--- config.mk ---
export PLATFORM = sky130hd
export DESIGN_NAME = ghostbus_regbank
export DESIGN_NICKNAME = d
export VERILOG_FILES = /design/src/rtl/ghostbus_pkg.sv /design/src/rtl/ghostbus_rd_pipe.sv /design/src/rtl/ghostbus_regbank.sv
export SDC_FILE = /design/constraint.sdc
export NUM_CORES = 1
export LEC_CHECK = 0
export CORE_MARGIN = 3
export CORE_UTILIZATION = 45
export CTS_CLUSTER_SIZE = 25
export DETAILED_ROUTE_END_ITERATION = 6
export PLACE_DENSITY = 0.78
export SYNTH_ARGS = -nofsm -noshare
export SYNTH_HDL_FRONTEND = slang
export SYNTH_SLANG_ARGS = --single-unit
--- constraint.sdc ---
create_clock -name clk -period 3.5 [get_ports clk]
set_input_delay 0.7 -clock clk [delete_from_list [all_inputs] [get_ports clk]]
set_output_delay 0.7 -clock clk [all_outputs]
set_load 0.005 [all_outputs]
--- src/rtl/ghostbus_pkg.sv ---
// Shared definitions for the ghostbus register bank: address map anchors,
// read-latency limit and the address-decode result type.
package ghostbus_pkg;

  localparam int unsigned CTRL_BASE = 'h00;
  localparam int unsigned STAT_BASE = 'h20;
  localparam int unsigned RLAT_MAX  = 4;

  typedef enum logic [1:0] {
    HIT_CTRL,
    HIT_STAT,
    HIT_RAM,
    HIT_NONE
  } hit_e;

endpackage

--- src/rtl/ghostbus_rd_pipe.sv ---
// Read-return pipeline: RLAT stages of {valid, data}, stage 0 loaded from the
// read mux, flushed by reset. Data is held at zero whenever valid is low.
module ghostbus_rd_pipe
  import ghostbus_pkg::*;
#(
  parameter int unsigned DW   = 32,
  parameter int unsigned RLAT = 1
) (
  input  logic          clk,
  input  logic          rst_n,
  input  logic          in_valid,
  input  logic [DW-1:0] in_data,
  output logic          out_valid,
  output logic [DW-1:0] out_data
);

  // Out-of-range latencies are clamped into 1..RLAT_MAX.
  localparam int unsigned NST = (RLAT > RLAT_MAX) ? RLAT_MAX : ((RLAT < 1) ? 1 : RLAT);

  logic [NST-1:0]         vld_q, vld_d;
  logic [NST-1:0][DW-1:0] dat_q, dat_d;

  // Shift every stage forward one position per cycle.
  always_comb begin
    vld_d    = vld_q;
    dat_d    = dat_q;
    vld_d[0] = in_valid;
    dat_d[0] = in_valid ? in_data : '0;
    for (int unsigned i = 1; i < NST; i++) begin
      vld_d[i] = vld_q[i-1];
      dat_d[i] = dat_q[i-1];
    end
  end

  // Stage registers; reset drops every in-flight read.
  always_ff @(posedge clk) begin
    if (!rst_n) begin
      vld_q <= '0;
      dat_q <= '0;
    end else begin
      vld_q <= vld_d;
      dat_q <= dat_d;
    end
  end

  assign out_valid = vld_q[NST-1];
  assign out_data  = dat_q[NST-1];

endmodule

--- src/rtl/ghostbus_regbank.sv ---
// ghostbus_regbank: NCH control registers with write/read strobes, NCH status
// channels and one RAM, read back through an RLAT-cycle valid pipeline.
// Optional GHOSTBUS_REGBANK_RDCLR_EN: sticky status bits cleared on read.
module ghostbus_regbank #(
  parameter int unsigned AW       = 24,
  parameter int unsigned DW       = 32,
  parameter int unsigned GW       = 8,
  parameter int unsigned NCH      = 4,
  parameter int unsigned RD       = 8,
  parameter int unsigned RAM_W    = 4,
  parameter int unsigned RAM_BASE = 'h40,
  parameter int unsigned RLAT     = 1,
  parameter int unsigned INIT     = 'h42
) (
  input  logic              clk,
  input  logic              rst_n,
  input  logic [AW-1:0]     bus_addr,
  input  logic [DW-1:0]     bus_wdata,
  input  logic              bus_we,
  input  logic              bus_re,
  output logic [DW-1:0]     bus_rdata,
  output logic              bus_rvalid,
  output logic [NCH*GW-1:0] ctrl_out,
  output logic [NCH-1:0]    ctrl_wstb,
  output logic [NCH-1:0]    ctrl_rstb,
  input  logic [NCH*GW-1:0] status_in
);

  import ghostbus_pkg::*;

  localparam int unsigned   IW      = (NCH > 1) ? $clog2(NCH) : 1;
  localparam int unsigned   RAW     = $clog2(RD);
  localparam logic [GW-1:0] INIT_GW = GW'(INIT);

  logic [NCH-1:0][GW-1:0] ctrl_q, ctrl_d;
  logic [NCH-1:0][GW-1:0] stat_q, stat_d;
  logic [NCH-1:0][GW-1:0] stat_live;
  logic [NCH-1:0]         wstb_q, wstb_d;
  logic [NCH-1:0]         rstb_q, rstb_d;
  logic [RAM_W-1:0]       ram_q [RD];

  logic [AW-1:0]  coff, soff, roff;
  hit_e           hit;
  logic [IW-1:0]  idx;
  logic [RAW-1:0] ridx;
  logic [DW-1:0]  rd_mux;
  logic           ram_we;
  logic           unused_wdata;

  assign stat_live    = status_in;
  assign unused_wdata = ^bus_wdata;

  // Decode the bus address into a region and a channel / word index.
  always_comb begin
    coff = bus_addr - AW'(CTRL_BASE);
    soff = bus_addr - AW'(STAT_BASE);
    roff = bus_addr - AW'(RAM_BASE);
    hit  = HIT_NONE;
    idx  = '0;
    ridx = roff[RAW-1:0];
    if (coff < AW'(NCH)) begin
      hit = HIT_CTRL;
      idx = coff[IW-1:0];
    end else if (soff < AW'(NCH)) begin
      hit = HIT_STAT;
      idx = soff[IW-1:0];
    end else if (roff < AW'(RD)) begin
      hit = HIT_RAM;
    end
  end

  // Read mux sees pre-write state, so a same-cycle write never leaks into the read.
  always_comb begin
    rd_mux = '0;
    case (hit)
      HIT_CTRL: rd_mux[GW-1:0]    = ctrl_q[idx];
      HIT_STAT: rd_mux[GW-1:0]    = stat_q[idx];
      HIT_RAM:  rd_mux[RAM_W-1:0] = ram_q[ridx];
      default:  rd_mux            = '0;
    endcase
  end

  // Next-state for control registers, strobes and status.
  always_comb begin
    ctrl_d = ctrl_q;
    wstb_d = '0;
    rstb_d = '0;
    if (bus_we && hit == HIT_CTRL) begin
      ctrl_d[idx] = bus_wdata[GW-1:0];
      wstb_d[idx] = 1'b1;
    end
    if (bus_re && hit == HIT_CTRL) begin
      rstb_d[idx] = 1'b1;
    end
`ifdef GHOSTBUS_REGBANK_RDCLR_EN
    // Clear the read channel, then OR in new events so a same-cycle set survives.
    stat_d = stat_q;
    if (bus_re && hit == HIT_STAT) begin
      stat_d[idx] = '0;
    end
    stat_d = stat_d | stat_live;
`else
    stat_d = stat_live;
`endif
    ram_we = rst_n && bus_we && (hit == HIT_RAM);
  end

  // Register state; reset restores INIT and clears strobes and status.
  always_ff @(posedge clk) begin
    if (!rst_n) begin
      ctrl_q <= {NCH{INIT_GW}};
      wstb_q <= '0;
      rstb_q <= '0;
      stat_q <= '0;
    end else begin
      ctrl_q <= ctrl_d;
      wstb_q <= wstb_d;
      rstb_q <= rstb_d;
      stat_q <= stat_d;
    end
  end

  // RAM array, not reset; write port only.
  always_ff @(posedge clk) begin
    if (ram_we) begin
      ram_q[ridx] <= bus_wdata[RAM_W-1:0];
    end
  end

  ghostbus_rd_pipe #(
    .DW   (DW),
    .RLAT (RLAT)
  ) u_rd_pipe (
    .clk       (clk),
    .rst_n     (rst_n),
    .in_valid  (bus_re),
    .in_data   (rd_mux),
    .out_valid (bus_rvalid),
    .out_data  (bus_rdata)
  );

  assign ctrl_out  = ctrl_q;
  assign ctrl_wstb = wstb_q;
  assign ctrl_rstb = rstb_q;

endmodule

==> run summary <==
Die Area - 11800 sq um
top area cells in the synthesized netlist - dfxtp_1 (34%), edfxtp_1 (20%), mux4_2 (11%), mux2i_1 (6.8%), and2_1 (4.4%)
final hold vios - 0
Mapped Area - 4740 sq um
final max-slew violation count - 0
vias in the first global route - 3333
Avg Cell Area, Syn - 12.1 sq um
hold bufs inserted after CTS - 0
main flop type after synthesis - dfxtp_1
global-route wire length before repair - 16600 um
Die Y-Extent - 109 um
Post-synth EDFFs - 32
Die Width - 109 um
largest vdd supply drop - 0.000413 V
GP Congestion - 0.847
GRT Util Overall - 0.186
drt first pass iters - 4
Hold Crit Class - flip-flop to flip-flop
P per Cell Area - 485 nW/um^2
Gate Count Post-Synth - 392
status - complete, no violations
Post-CTS Setup Bufs - 0
Setup crit end kind - flip-flop
Crit path required time - 3.65 ns
Sw Ratio - 0.218
startpoint types - primary input
Combinational Power Share - 0.066
ys async rst share - 0
RSZ-0062 raised after global routing - false
CTS max path bufs - 2
FILL cells - 755
placed insts - 630
min Tclk post-route - 3.13 ns
CP arrival - 3.28 ns
clock power share - 0.500
CTS tree - done
Final period util - 0.895
final number of setup-violating endpoints - 0
initial antenna violation count - 0
Max transition margin - 0.422
starting density of the core - 0.474
sequential area share after synthesis - 0.544
DP Wirelength - 7610 um
total power - 3.15 mW
most frequent cells in the layout - clkdlybuf4s50_1 (114), dfxtp_1 (81), nor2_1 (43)
violation count after the first detailed-route iteration - 172
Synth top area share - 0.342
total core area - 10000 sq um
CP max FO - 4
max cap viols - 0
Area Growth Syn to Fin - 37.1%
remaining antenna violation count - 0
# DRC - 0
post-CTS sizing - 0
via count - 3324
largest net degree at the start of global routing - 43
average wire per standard cell - 16.1 um
Finished Layout Cells - 662
Least-Margin Pin Slew - 0.867 ns
worst skew pair latency - 0.50 ns
Psw - 0.689 mW
Vias/cell - 5.02
top cell type by total area after synthesis - dfxtp_1
Fmax - 0.319 GHz
layout cells sized above 1 - 0.153
root buffer cell - clkbuf_8
site row count - 36
IO Port Bufs - 116
Layout Nets - 609
commonest non-fill, non-tap cell in the layout - clkdlybuf4s50_1
Ant. Diodes - 0
Post-Route WL - 10700 um
CTS buffer count - 17
Int Power - 2.46 mW
Seq pwr share - 0.434
Clock Sinks - 113
P_leak - 2.60 nW
flops & latches, synth - 113
Clk pin slew, worst setup/hold paths - 0.05 ns
Synth cell types - 39
clk_skew - 0.00531 ns
worst setup path category - primary input to flip-flop
H-tree levels - 4
I/O pins - 165
grt ovf - 0
synth warn - 0
## per-layer routing
| layer | track usage | up-vias | wire length, um |
|---|---|---|---|
| met3 | 0.0734 | 11 | 1010 |
| met5 | 0 | - | 0 |
| met1 | 0.232 | 1595 | 4290 |
| li1 | - | 1572 | - |
| met2 | 0.303 | 146 | 5280 |
| met4 | 0.0523 | 0 | 102 |
## state kept, by name (all words and copies together) (netlist names)
signal,count
ctrl_out,32
ctrl_wstb,4
ctrl_rstb,4
u_rd_pipe.out_data,8
u_rd_pipe.out_valid,1
stat_q,32
ram_q,32
## stage by stage
stage | utilization | TNS, ns | setup WS [ns] | hold slack [ns] | area, sq um
2_1_floorplan | - | 0 | 0.796 | 0.487 | 4830
3_3_place_gp | 0.595 | 0 | 0.0231 | 0.488 | 5950
3_5_place_dp | 0.595 | -0.824 | -0.0857 | 0.493 | 5950
4_1_cts | 0.651 | 0 | 0.437 | 0.511 | 6500
5_1_grt | 0.651 | 0 | 0.243 | 0.540 | 6500
6_report | 0.651 | 0 | 0.368 | 0.506 | 6500
## critical path, cell delays in order
cell and delay (ns):
clkdlybuf4s50_1 0.48, nor4_1 0.47, nand2b_1 0.17, or3b_1 0.39
nor4_1 0.45, nand2_1 0.21, nor2_1 0.41
## final timing paths
path	start	to	slack, ns	depth (start not counted)
worst min-delay path	ctrl_out[22]$_SDFFE_PN1P_	ctrl_out[22]$_SDFFE_PN1P_	0.51	2
worst max-delay path	bus_addr[18]	ram_q[6][2]$_DFFE_PP_	0.37	7
worst min register to register	ctrl_out[22]$_SDFFE_PN1P_	ctrl_out[22]$_SDFFE_PN1P_	0.51	2
worst max register to register	ram_q[3][2]$_DFFE_PP_	u_rd_pipe.out_data[2]$_SDFF_PN0_	2.03	4
## power by group through the flow
stage                     combinational (mW)  clock (mW)  sequential [mW]
after floorplan                        0.114           0             1.40
after global placement                 0.205           0             1.40
after detailed placement               0.208           0             1.40
after CTS                              0.209        1.60             1.37
after global routing                   0.229        1.66             1.37
final                                  0.209        1.58             1.37
## cell type report
| cell class | count | area, sq um | share of cell area |
|---|---|---|---|
| Timing Repair Buffer | 125 | 1220 | 0.187 |
| Clock buffer | 21 | 449 | 0.0691 |
| Multi-Input combinational cell | 238 | 1910 | 0.293 |
| Sequential cell | 113 | 2580 | 0.397 |
| Clock inverter | 11 | 104 | 0.0160 |
| Inverter | 21 | 78.8 | 0.0121 |
| Tap cell | 133 | 166 | 0.0256 |
## synth_stat cells (2+ instances only)
cell,count
nor4_1,5
xnor2_1,2
inv_1,20
nor3_1,8
edfxtp_1,32
clkbuf_1,9
nand2b_1,6
nor2_1,43
or4_1,2
mux2i_1,32
nand3_1,5
nand4_1,3
mux2_2,4
dfxtp_1,81
buf_4,24
nor4_2,2
o22ai_1,4
buf_2,9
nor3_4,2
o211ai_1,2
mux4_2,24
and2_1,33
xor2_1,3
o221ai_2,4
nand2_1,19
## logic make-up after synthesis
family                   after synthesis  synth area share
AO/OA/AOI/OAI                         14            0.0280
flip-flops                           113             0.544
buffers and inverters                 64            0.0720
AND/OR/NAND/NOR                      134             0.152
other                                  1          0.000791
XOR/XNOR                               5           0.00923
multiplexers                          60             0.191
adder cells (fa/ha/maj)                1           0.00264
(Power assumes the default switching activity.)
